`config.mk`:
```
export PLATFORM = sky130hd
export DESIGN_NAME = lfsr_stream_decryptor
export DESIGN_NICKNAME = d
export VERILOG_FILES = /design/src/rtl/lfsr_stream_decryptor.sv
export SDC_FILE = /design/constraint.sdc
export NUM_CORES = 1
export LEC_CHECK = 0
export BUFFER_PORTS_ARGS = -buffer_cell sky130_fd_sc_hd__buf_2
export CORE_MARGIN = 2
export CORE_UTILIZATION = 32
export CTS_BUF_LIST = sky130_fd_sc_hd__clkbuf_16
export CTS_CLUSTER_SIZE = 8
export DETAILED_ROUTE_END_ITERATION = 12
export HOLD_SLACK_MARGIN = 0.1
export SYNTH_ARGS = -nofsm -noshare
export SYNTH_HDL_FRONTEND = slang
export SYNTH_SLANG_ARGS = --single-unit
```
`constraint.sdc`:
```
create_clock -name clk -period 3.67 [get_ports clk]
set_input_delay 0.1835 -clock clk [delete_from_list [all_inputs] [get_ports clk]]
set_output_delay 0.1835 -clock clk [all_outputs]
set_load 0.005 [all_outputs]
```
`src/rtl/lfsr_stream_decryptor.sv`:
```
// Streaming LFSR decryptor: seeds from the first ciphertext byte, keeps the tap pattern whose
// keystream decodes the preamble to PAD, strips leading pad and emits a fixed-length plaintext run.
module lfsr_stream_decryptor #(
    parameter int D_W      = 8,
    parameter int LFSR_W   = 7,
    parameter int NUM_PTRN = 9,
    parameter logic [NUM_PTRN*LFSR_W-1:0] PTRN_LIST =
        {7'h7B, 7'h7E, 7'h5C, 7'h69, 7'h6A, 7'h72, 7'h78, 7'h48, 7'h60},
    parameter logic [D_W-1:0] PAD = 8'h20,
    parameter int DET_LEN  = 10,
    parameter int IN_LEN   = 64,
    parameter int OUT_LEN  = 64
) (
    input  logic                        clk,
    input  logic                        init,
    input  logic                        req,
    output logic                        ack,
    input  logic                        in_valid,
    output logic                        in_ready,
    input  logic [D_W-1:0]              in_data,
    output logic                        out_valid,
    input  logic                        out_ready,
    output logic [D_W-1:0]              out_data,
    output logic [$clog2(NUM_PTRN)-1:0] ptrn_idx,
    output logic                        ptrn_err,
    output logic [$clog2(IN_LEN+1)-1:0] perr_cnt
);
    localparam int P_W    = D_W - 1;
    localparam int IDX_W  = $clog2(NUM_PTRN);
    localparam int ICNT_W = $clog2(IN_LEN + 1);
    localparam int OCNT_W = $clog2(OUT_LEN + 1);

    typedef enum logic [2:0] {IDLE, DETECT, DECRYPT, FLUSH, DONE} state_t;
    state_t state_reg, state_next;

    logic [NUM_PTRN-1:0][LFSR_W-1:0] cand_reg, cand_next, cand_step, ptrn_tab;
    logic [NUM_PTRN-1:0]             alive_reg, alive_next, alive_upd;
    logic [LFSR_W-1:0]               work_reg, work_next, work_step;
    logic                            strip_reg, strip_next;
    logic [ICNT_W-1:0]               in_cnt_reg, in_cnt_next;
    logic [OCNT_W-1:0]               out_cnt_reg, out_cnt_next;
    logic [D_W-1:0]                  out_data_reg, out_data_next;
    logic                            out_valid_reg, out_valid_next;
    logic [IDX_W-1:0]                ptrn_idx_reg, ptrn_idx_next, low_idx;
    logic                            ptrn_err_reg, ptrn_err_next;
    logic [ICNT_W-1:0]               perr_cnt_reg, perr_cnt_next;

    logic           perr, in_fire, out_free;
    logic [P_W-1:0] plain;

    function automatic logic [LFSR_W-1:0] lfsr_step(input logic [LFSR_W-1:0] s,
                                                    input logic [LFSR_W-1:0] p);
        return {s[LFSR_W-2:0], ^(s & p)};
    endfunction

    assign perr     = ^in_data;
    assign out_free = ~out_valid_reg | out_ready;
    assign in_fire  = in_valid & in_ready;
    assign ack      = (state_reg == DONE);

    // One candidate keystream per tap pattern; a candidate survives while every
    // clean preamble byte it decrypts comes out as PAD.
    for (genvar gi = 0; gi < NUM_PTRN; gi++) begin : g_cand
        assign ptrn_tab[gi]  = PTRN_LIST[gi*LFSR_W +: LFSR_W];
        assign cand_step[gi] = lfsr_step(cand_reg[gi], ptrn_tab[gi]);
        assign alive_upd[gi] = alive_reg[gi] &
            (perr | ((in_data[P_W-1:0] ^ P_W'(cand_step[gi])) == PAD[P_W-1:0]));
    end

    assign work_step = lfsr_step(work_reg, ptrn_tab[ptrn_idx_reg]);
    assign plain     = in_data[P_W-1:0] ^ P_W'(work_step);

    always_comb begin
        low_idx = '0;
        for (int k = NUM_PTRN - 1; k >= 0; k--) begin
            if (alive_upd[k]) low_idx = IDX_W'(k);
        end
    end

    always_comb begin
        case (state_reg)
            DETECT:  in_ready = 1'b1;
            DECRYPT: in_ready = out_free;
            default: in_ready = 1'b0;
        endcase
    end

    always_comb begin
        state_next     = state_reg;
        cand_next      = cand_reg;
        alive_next     = alive_reg;
        work_next      = work_reg;
        strip_next     = strip_reg;
        in_cnt_next    = in_cnt_reg;
        out_cnt_next   = out_cnt_reg;
        out_data_next  = out_data_reg;
        out_valid_next = out_valid_reg & ~out_ready;
        ptrn_idx_next  = ptrn_idx_reg;
        ptrn_err_next  = ptrn_err_reg;
        perr_cnt_next  = perr_cnt_reg;

        if (in_fire) begin
            in_cnt_next = in_cnt_reg + 1'b1;
            if (perr && perr_cnt_reg != ICNT_W'(IN_LEN)) perr_cnt_next = perr_cnt_reg + 1'b1;
        end

        case (state_reg)
            IDLE: begin
                if (req) begin
                    ptrn_err_next = 1'b0;
                    perr_cnt_next = '0;
                    in_cnt_next   = '0;
                    out_cnt_next  = '0;
                    state_next    = DETECT;
                end
            end
            DETECT: begin
                if (in_fire) begin
                    if (in_cnt_reg == '0) begin
                        if (perr) begin
                            ptrn_err_next = 1'b1;
                            state_next    = DONE;
                        end else begin
                            for (int k = 0; k < NUM_PTRN; k++)
                                cand_next[k] = in_data[LFSR_W-1:0] ^ PAD[LFSR_W-1:0];
                            alive_next = '1;
                        end
                    end else begin
                        cand_next  = cand_step;
                        alive_next = alive_upd;
                        if (alive_upd == '0) begin
                            ptrn_err_next = 1'b1;
                            state_next    = DONE;
                        end else if (in_cnt_reg == ICNT_W'(DET_LEN - 1)) begin
                            ptrn_idx_next = low_idx;
                            work_next     = cand_step[low_idx];
                            strip_next    = 1'b1;
                            state_next    = DECRYPT;
                        end
                    end
                end
            end
            DECRYPT: begin
                if (in_fire) begin
                    work_next = work_step;
                    // Leading clean pad bytes are swallowed; anything else ends stripping.
                    if (!(strip_reg && !perr && plain == PAD[P_W-1:0])) begin
                        strip_next = 1'b0;
                        if (out_cnt_reg != OCNT_W'(OUT_LEN)) begin
                            out_data_next  = {perr, plain};
                            out_valid_next = 1'b1;
                            out_cnt_next   = out_cnt_reg + 1'b1;
                        end
                    end
                    if (in_cnt_reg == ICNT_W'(IN_LEN - 1)) state_next = FLUSH;
                end
            end
            FLUSH: begin
                // Leave only once the final byte has actually been handed downstream.
                if (out_cnt_reg == OCNT_W'(OUT_LEN)) begin
                    if (out_free) state_next = DONE;
                end else if (out_free) begin
                    out_data_next  = {1'b0, PAD[P_W-1:0]};
                    out_valid_next = 1'b1;
                    out_cnt_next   = out_cnt_reg + 1'b1;
                end
            end
            DONE: begin
                if (!req) state_next = IDLE;
            end
            default: state_next = IDLE;
        endcase
    end

    always_ff @(posedge clk or negedge init) begin
        if (!init) begin
            state_reg     <= IDLE;
            cand_reg      <= '0;
            alive_reg     <= '0;
            work_reg      <= '0;
            strip_reg     <= 1'b0;
            in_cnt_reg    <= '0;
            out_cnt_reg   <= '0;
            out_data_reg  <= '0;
            out_valid_reg <= 1'b0;
            ptrn_idx_reg  <= '0;
            ptrn_err_reg  <= 1'b0;
            perr_cnt_reg  <= '0;
        end else begin
            state_reg     <= state_next;
            cand_reg      <= cand_next;
            alive_reg     <= alive_next;
            work_reg      <= work_next;
            strip_reg     <= strip_next;
            in_cnt_reg    <= in_cnt_next;
            out_cnt_reg   <= out_cnt_next;
            out_data_reg  <= out_data_next;
            out_valid_reg <= out_valid_next;
            ptrn_idx_reg  <= ptrn_idx_next;
            ptrn_err_reg  <= ptrn_err_next;
            perr_cnt_reg  <= perr_cnt_next;
        end
    end

    assign out_data  = out_data_reg;
    assign out_valid = out_valid_reg;
    assign ptrn_idx  = ptrn_idx_reg;
    assign ptrn_err  = ptrn_err_reg;
    assign perr_cnt  = perr_cnt_reg;

endmodule

```
==> metrics.csv, run 1 <==
metric,value,unit
Post-synth EDFFs,0,
post-synthesis async set-or-reset flop share,100,%
number of global-route vias before repair,6202,
worst hold path class,in2reg,
gpl congestion,0.891,
Wirelength per Cell,18.5,um
total grt overflow,0,
min cycle time layout,3370,ps
NetSw,3.48,mW
Synth cell types,71,
Yosys warnings,0,
1st-pass router iterations,5,
Clock Power Share,20.8,%
IO Port Bufs,35,
Worst path max stage delay,460,ps
worst-margin pin slew,1020,ps
detailed placement HPWL,16.0,mm
cell taking the most area after synthesis,dfrtp_1,
most frequent CP cell,mux2_1,
H-tree levels,4,
final setup TNS,0,ps
FP Rows,56,
pwr dens,897,nW/um^2
element type at the critical path start,flip-flop,
Clock Path Buffers,2,
syn avg cell area,9.05,sq um
status,"complete, no violations",
vias per cell,5.34,
die height,158,um
"count leader, synth",dfrtp_1,
placed cell count,1182,
Synth Flop Type,dfrtp_1,
Net Sw Frac,43.6,%
Crit path required time,3980,ps
Internal,4.50,mW
layout net count,907,
first-pass GRT wire length,35.7,mm
Core Area,23400,sq um
CP arrival,3680,ps
Combinational Power Share,49.3,%
initial antenna violation count,0,
# diodes,0,
I/O pin cnt,36,
largest net degree at the start of global routing,127,
Clock Sinks,118,
Final Max Tran Viols,0,
"Cell Count, Final, Fillers Out",1216,
Leak,4.04,nW
top cell type's share of synthesized area,38.7,%
Routed WL,22.4,mm
crit share post-route,91.9,%
Die X,158,um
slowest CP cell,xnor3_1,
worst reg2reg setup slack,300,ps
worst skew pair latency,430,ps
RSZ-0062 raised after global routing,no,
# DRC,0,
max-cap viol count,0,
Via Count,6490,
fmax,296,MHz
Die Area,25100,sq um
synth cell count leaders,"dfrtp_1 (118), nand2_1 (107), o21ai_0 (80), a21oi_1 (73), xnor2_1 (61)",
CTS tree,done,
ANT nets after route,0,
CP Capture Type,flip-flop,
initial core utilization,32.6,%
final setup vio count,0,
Mapped Area,7620,sq um
final hold vios,0,
max reg flops,63,
Post-Layout Inst Area,8880,sq um
sequential area share after synthesis,38.7,%
Yosys reg bits,118,
global-route usage over all layers,18.7,%
"CP delay by family, top",XOR/XNOR gates,
P&R area growth vs syn,16.5,%
CP Max Fanout,10,
synthesized instance count,842,
worst-path cell chain,inv_1 -> ha_1 -> mux2_1 -> o21ai_1 -> xor2_1 -> xnor3_1 -> xor3_1 -> nor4b_4 -> nor2b_1 -> o211ai_2 -> buf_4 -> mux2_1,
Worst VDD drop,0.406,mV
clock-pin slew on the worst setup and hold paths,60,ps
Slew HR,32.0,%
Syn Nets,865,
layout cells sized above 1,12.8,%
Reg power frac,29.9,%
postcts setup bufs,0,
Critical path buffers and inverters,2,
Clock Skew,10.9,ps
Placed Area,8280,sq um
TritonCTS buffer count,17,
Area contributors post-synth,"dfrtp_1 (39%), xnor2_1 (7.0%), xor2_1 (5.3%)",
1st-iter DRT viols,588,
Crit Path Class,reg2reg,
clk root buf,clkbuf_16,
## cell usage in the layout (no fill, tap or decap), drive strengths merged, types with 5 or more instances in the layout
| master | Yosys | routed |
|---|---|---|
| dfrtp | 118 | 118 |
| nand2 | 107 | 107 |
| o21ai | 85 | 85 |
| a21oi | 73 | 73 |
| buf | 22 | 68 |
| xnor2 | 62 | 62 |
| nor2 | 56 | 56 |
| xor2 | 46 | 46 |
| mux2i | 29 | 29 |
| nand3 | 22 | 22 |
| inv | 16 | 20 |
| clkbuf | 25 | 17 |
| mux2 | 15 | 15 |
| a211oi | 14 | 14 |
| nand4 | 11 | 11 |
| ha | 10 | 10 |
| a21o | 9 | 9 |
| o31ai | 9 | 9 |
| and2 | 8 | 8 |
| nor3 | 8 | 8 |
| xnor3 | 8 | 8 |
| nor4 | 8 | 8 |
| or3 | 7 | 7 |
| clkinv | 0 | 7 |
| and3 | 6 | 6 |
| and4 | 6 | 6 |
| a22oi | 6 | 6 |
| a31o | 6 | 6 |
| nand2b | 5 | 5 |
## metal layers
metal,wire length [um],part of all wire [%],track usage [%],vias to the layer above
met3,1510,6.7,4.14,56
met5,0,0,0,-
met1,10600,47,26.6,3151
li1,-,-,-,3058
met2,9760,43,27.8,225
met4,597,2.7,6.91,0
## kinds of logic after synthesis
| logic type | count (synthesis) | synth area share (%) |
|---|---|---|
| adders and majority gates | 10 | 1.64 |
| buffers and inverters | 63 | 3.43 |
| xor gates and xnor gates | 117 | 15.2 |
| AOI/OAI and AO/OA | 232 | 18.9 |
| and+or+nand+nor | 257 | 15.8 |
| muxes | 45 | 6.32 |
| DFF | 118 | 38.7 |
## timing repair
item                                    4_1_cts  5_1_grt
hold buffers                                  2        0
hold endpoints to repair                     73        0
resized for setup                             0        1
endpoints found under the setup margin        0        7
## path summary, 6_finish.rpt
check | startpoint | endpoint | cells past startpoint
min in group asynchronous | init | out_cnt_reg[2] | 2
setup / recovery | ptrn_idx[0] | out_data[6] | 12
max in group asynchronous | init | cand_reg[54] | 3
hold reg to reg | out_data[1] | out_data[1] | 1
hold / removal | out_ready | out_valid | 3
setup reg to reg | ptrn_idx[0] | out_data[6] | 12
## cell type report
cell class / instances / area (sq um)
clock inverters: 15 / 148
clock buffers: 17 / 425
repair buffers: 70 / 470
inverters: 16 / 60.1
well taps: 319 / 399
multi-input cells: 661 / 4430
fillers: 2406 / 14500
flip-flops and latches: 118 / 2950
## power groups by stage
stage	logic [mW]	registers, mW	clock network [mW]
after detailed placement	3.85	2.39	0
final	3.93	2.38	1.66
after global placement	3.81	2.39	0
after CTS	3.87	2.37	1.69
after global routing	4.32	2.44	1.74
after floorplan	2.97	2.12	0
## worst reg2reg max path: cells and delay by family, from the launching register on
family	cells	cell delay, ps
XOR/XNOR	3	920
buffers and inverters	2	270
flip-flops	1	410
AND/OR/NAND/NOR	2	430
AO/OA/AOI/OAI	2	290
adder cells (fa/ha/maj)	1	300
multiplexers	2	640
## through the flow
step	power [mW]	hold WS (ps)	setup slack [ps]	util, %
floorplan	5.09	-112	429	-
global placement	6.20	409	291	35.4
detailed placement	6.23	424	212	35.4
CTS	7.93	154	181	37.9
global route	8.50	203	38.8	38.0
finish	7.97	174	296	38.0
Power figures use the tool's default switching activity.
==> inputs of run 2 (changes only) <==
GPL_TIMING_DRIVEN = 0   (was not set)
==> metrics.csv, run 2 (same netlist as run 1, synthesis figures left out) <==
metric,value,unit,change
status,"complete, no violations",,unchanged
max reg flops,63,,unchanged
Clock Path Buffers,2,,unchanged
element type at the critical path start,flip-flop,,unchanged
final core occ,38.0,%,about the same
CP Max Fanout,10,,unchanged
# diodes,0,,unchanged
worst reg2reg setup slack,180,ps,was 300 ps
die height,158,um,unchanged
final hold vios,0,,unchanged
placed cell count,1197,,was 1182
detailed placement HPWL,16.4,mm,was 16.0 mm
Final Max Tran Viols,0,,unchanged
final setup TNS,0,ps,unchanged
Critical path buffers and inverters,1,,was 2
Crit Path Class,reg2reg,,unchanged
Leak,3.99,nW,was 4.04 nW
RR Startpoint,cand_reg[40],,was ptrn_idx[0]
global-route usage over all layers,19.3,%,was 18.7%
footprint of the multi-input gates,4440,sq um,was 4430 sq um
initial antenna violation count,0,,unchanged
register area,2950,sq um,unchanged
max-cap viol count,0,,unchanged
1st-iter DRT viols,537,,was 588
I/O pin cnt,36,,unchanged
HP Start,out_ready,,unchanged
IO Port Bufs,35,,unchanged
Die Area,25100,sq um,unchanged
CTS tree,done,,unchanged
"most common cell after layout, fill and taps aside",dfrtp_1,,unchanged
Routed WL,23.2,mm,was 22.4 mm
worst hold path class,in2reg,,unchanged
Clock Sinks,118,,unchanged
WHS Path Cells,3,,unchanged
Core Area,23400,sq um,unchanged
worst skew pair latency,430,ps,about the same
final setup vio count,0,,unchanged
Worst path max stage delay,500,ps,was 460 ps
Clock Skew,9.52,ps,was 10.9 ps
P&R area growth vs syn,16.7,%,was 16.5%
1st-pass router iterations,5,,unchanged
RR Endpoint,work_reg[5],,was out_data[6]
Die X,158,um,unchanged
layout cells sized above 1,11.1,%,was 12.8%
"Cell Count, Final, Fillers Out",1233,,was 1216
pwr dens,904,nW/um^2,was 897 nW/um^2
Worst VDD drop,0.443,mV,was 0.406 mV
total grt overflow,0,,unchanged
worst-margin pin slew,1020,ps,about the same
gpl congestion,0.891,,unchanged
Crit path required time,3980,ps,about the same
reg2reg path depth,10,,was 12
H-tree levels,4,,unchanged
crit share post-route,95.2,%,was 91.9%
clock-pin slew on the worst setup and hold paths,60,ps,about the same
most frequent cells in the layout,"dfrtp_1 (118), nand2_1 (107), o21ai_0 (80)",,unchanged
largest net degree at the start of global routing,70,,was 127
number of global-route vias before repair,6302,,was 6202
FP Rows,56,,unchanged
hold path endpoint,out_valid,,unchanged
# DRC,0,,unchanged
vias per cell,5.40,,was 5.34
CP arrival,3800,ps,was 3680 ps
layout net count,924,,was 907
CP Capture Type,flip-flop,,unchanged
clk root buf,clkbuf_16,,unchanged
RSZ-0062 raised after global routing,no,,unchanged
worst-path cell chain,xnor2_1 -> xnor3_1 -> nand3_1 -> o21ai_0 -> a221o_2 -> a22oi_4 -> buf_4 -> mux2i_1 -> nand2_1 -> a31o_1,,was inv_1 -> ha_1 -> mux2_1 -> o21ai_1 -> xor2_1 -> xnor3_1 -> xor3_1 -> nor4b_4 -> nor2b_1 -> o211ai_2 -> buf_4 -> mux2_1
Via Count,6654,,was 6490
TritonCTS buffer count,17,,unchanged
first-pass GRT wire length,36.3,mm,was 35.7 mm
Slew HR,31.7,%,was 32.0%
slowest CP cell,dfrtp_1,,was xnor3_1
"CP delay by family, top",compound AO/OA/AOI/OAI gates,,was XOR/XNOR gates
Worst Setup SP,cand_reg[40],,was ptrn_idx[0]
initial core utilization,32.6,%,unchanged
Wirelength per Cell,18.9,um,was 18.5 um
ANT nets after route,0,,unchanged
min cycle time layout,3490,ps,was 3370 ps
FILL cells,2435,,was 2406
fmax,286,MHz,was 296 MHz
run 2: worst max path at each step:
stage | end | slack (ps) | cells past startpoint
6_report | work_reg[5] | 180 | 10
3_5_place_dp | out_data[6] | -0.6 | 11
5_1_grt | work_reg[4] | 40 | 9
3_3_place_gp | out_data[2] | 20 | 11
2_1_floorplan | out_data[0] | 430 | 11
4_1_cts | work_reg[4] | 20 | 10
run 2: power by group:
part / switching (mW) / internal (mW) / total, mW
Sequential: 0.593 / 1.72 / 2.31
Clock: 0.632 / 1.06 / 1.69
Combinational: 2.36 / 1.68 / 4.03
run 2: worst register-to-register path: stages (launching register included):
cell     delay (ps)
dfrtp_1         500
xnor2_1         400
xnor3_1         380
nand3_1         180
o21ai_0         120
a221o_2         480
a22oi_4         340
buf_4           330
mux2i_1         310
nand2_1         110
a31o_1          220
run 2: layer usage:
layer	track usage (%)	part of all wire [%]	vias up
li1	-	-	3101
met1	25.4	44	3234
met2	30.3	46	272
met3	5.20	7.4	47
met4	7.12	2.7	0
met5	0	0	-
run 2: stage by stage:
step / cell area, sq um / total power, mW / worst slack (ps) / hold WS, ps
4_1_cts: 8850 / 7.96 / 21.4 / 190
2_1_floorplan: 7620 / 5.09 / 429 / -112
3_3_place_gp: 8200 / 6.19 / 17.9 / 469
3_5_place_dp: 8230 / 6.24 / -0.641 / 168
6_report: 8890 / 8.04 / 178 / 209
5_1_grt: 8890 / 8.53 / 41.4 / 241
run 2: what timing repair did:
item / 4_1_cts / 5_1_grt
pin swaps: 0 / 1
gates resized for setup: 1 / 3
hold buffers: 2 / 0
hold endpoints to repair: 50 / 0
setup endpoints to repair: 7 / 14
buffers inserted: 0 / 2
run 2: area by class of cell:
cell class,count,area share (%)
well taps,319,4.49
clock buffers,17,4.78
inverters,16,0.675
flip-flops and latches,118,33.2
multi-input cells,661,49.9
repair buffers,40,2.88
plain buffers,47,2.26
clock inverters,15,1.83
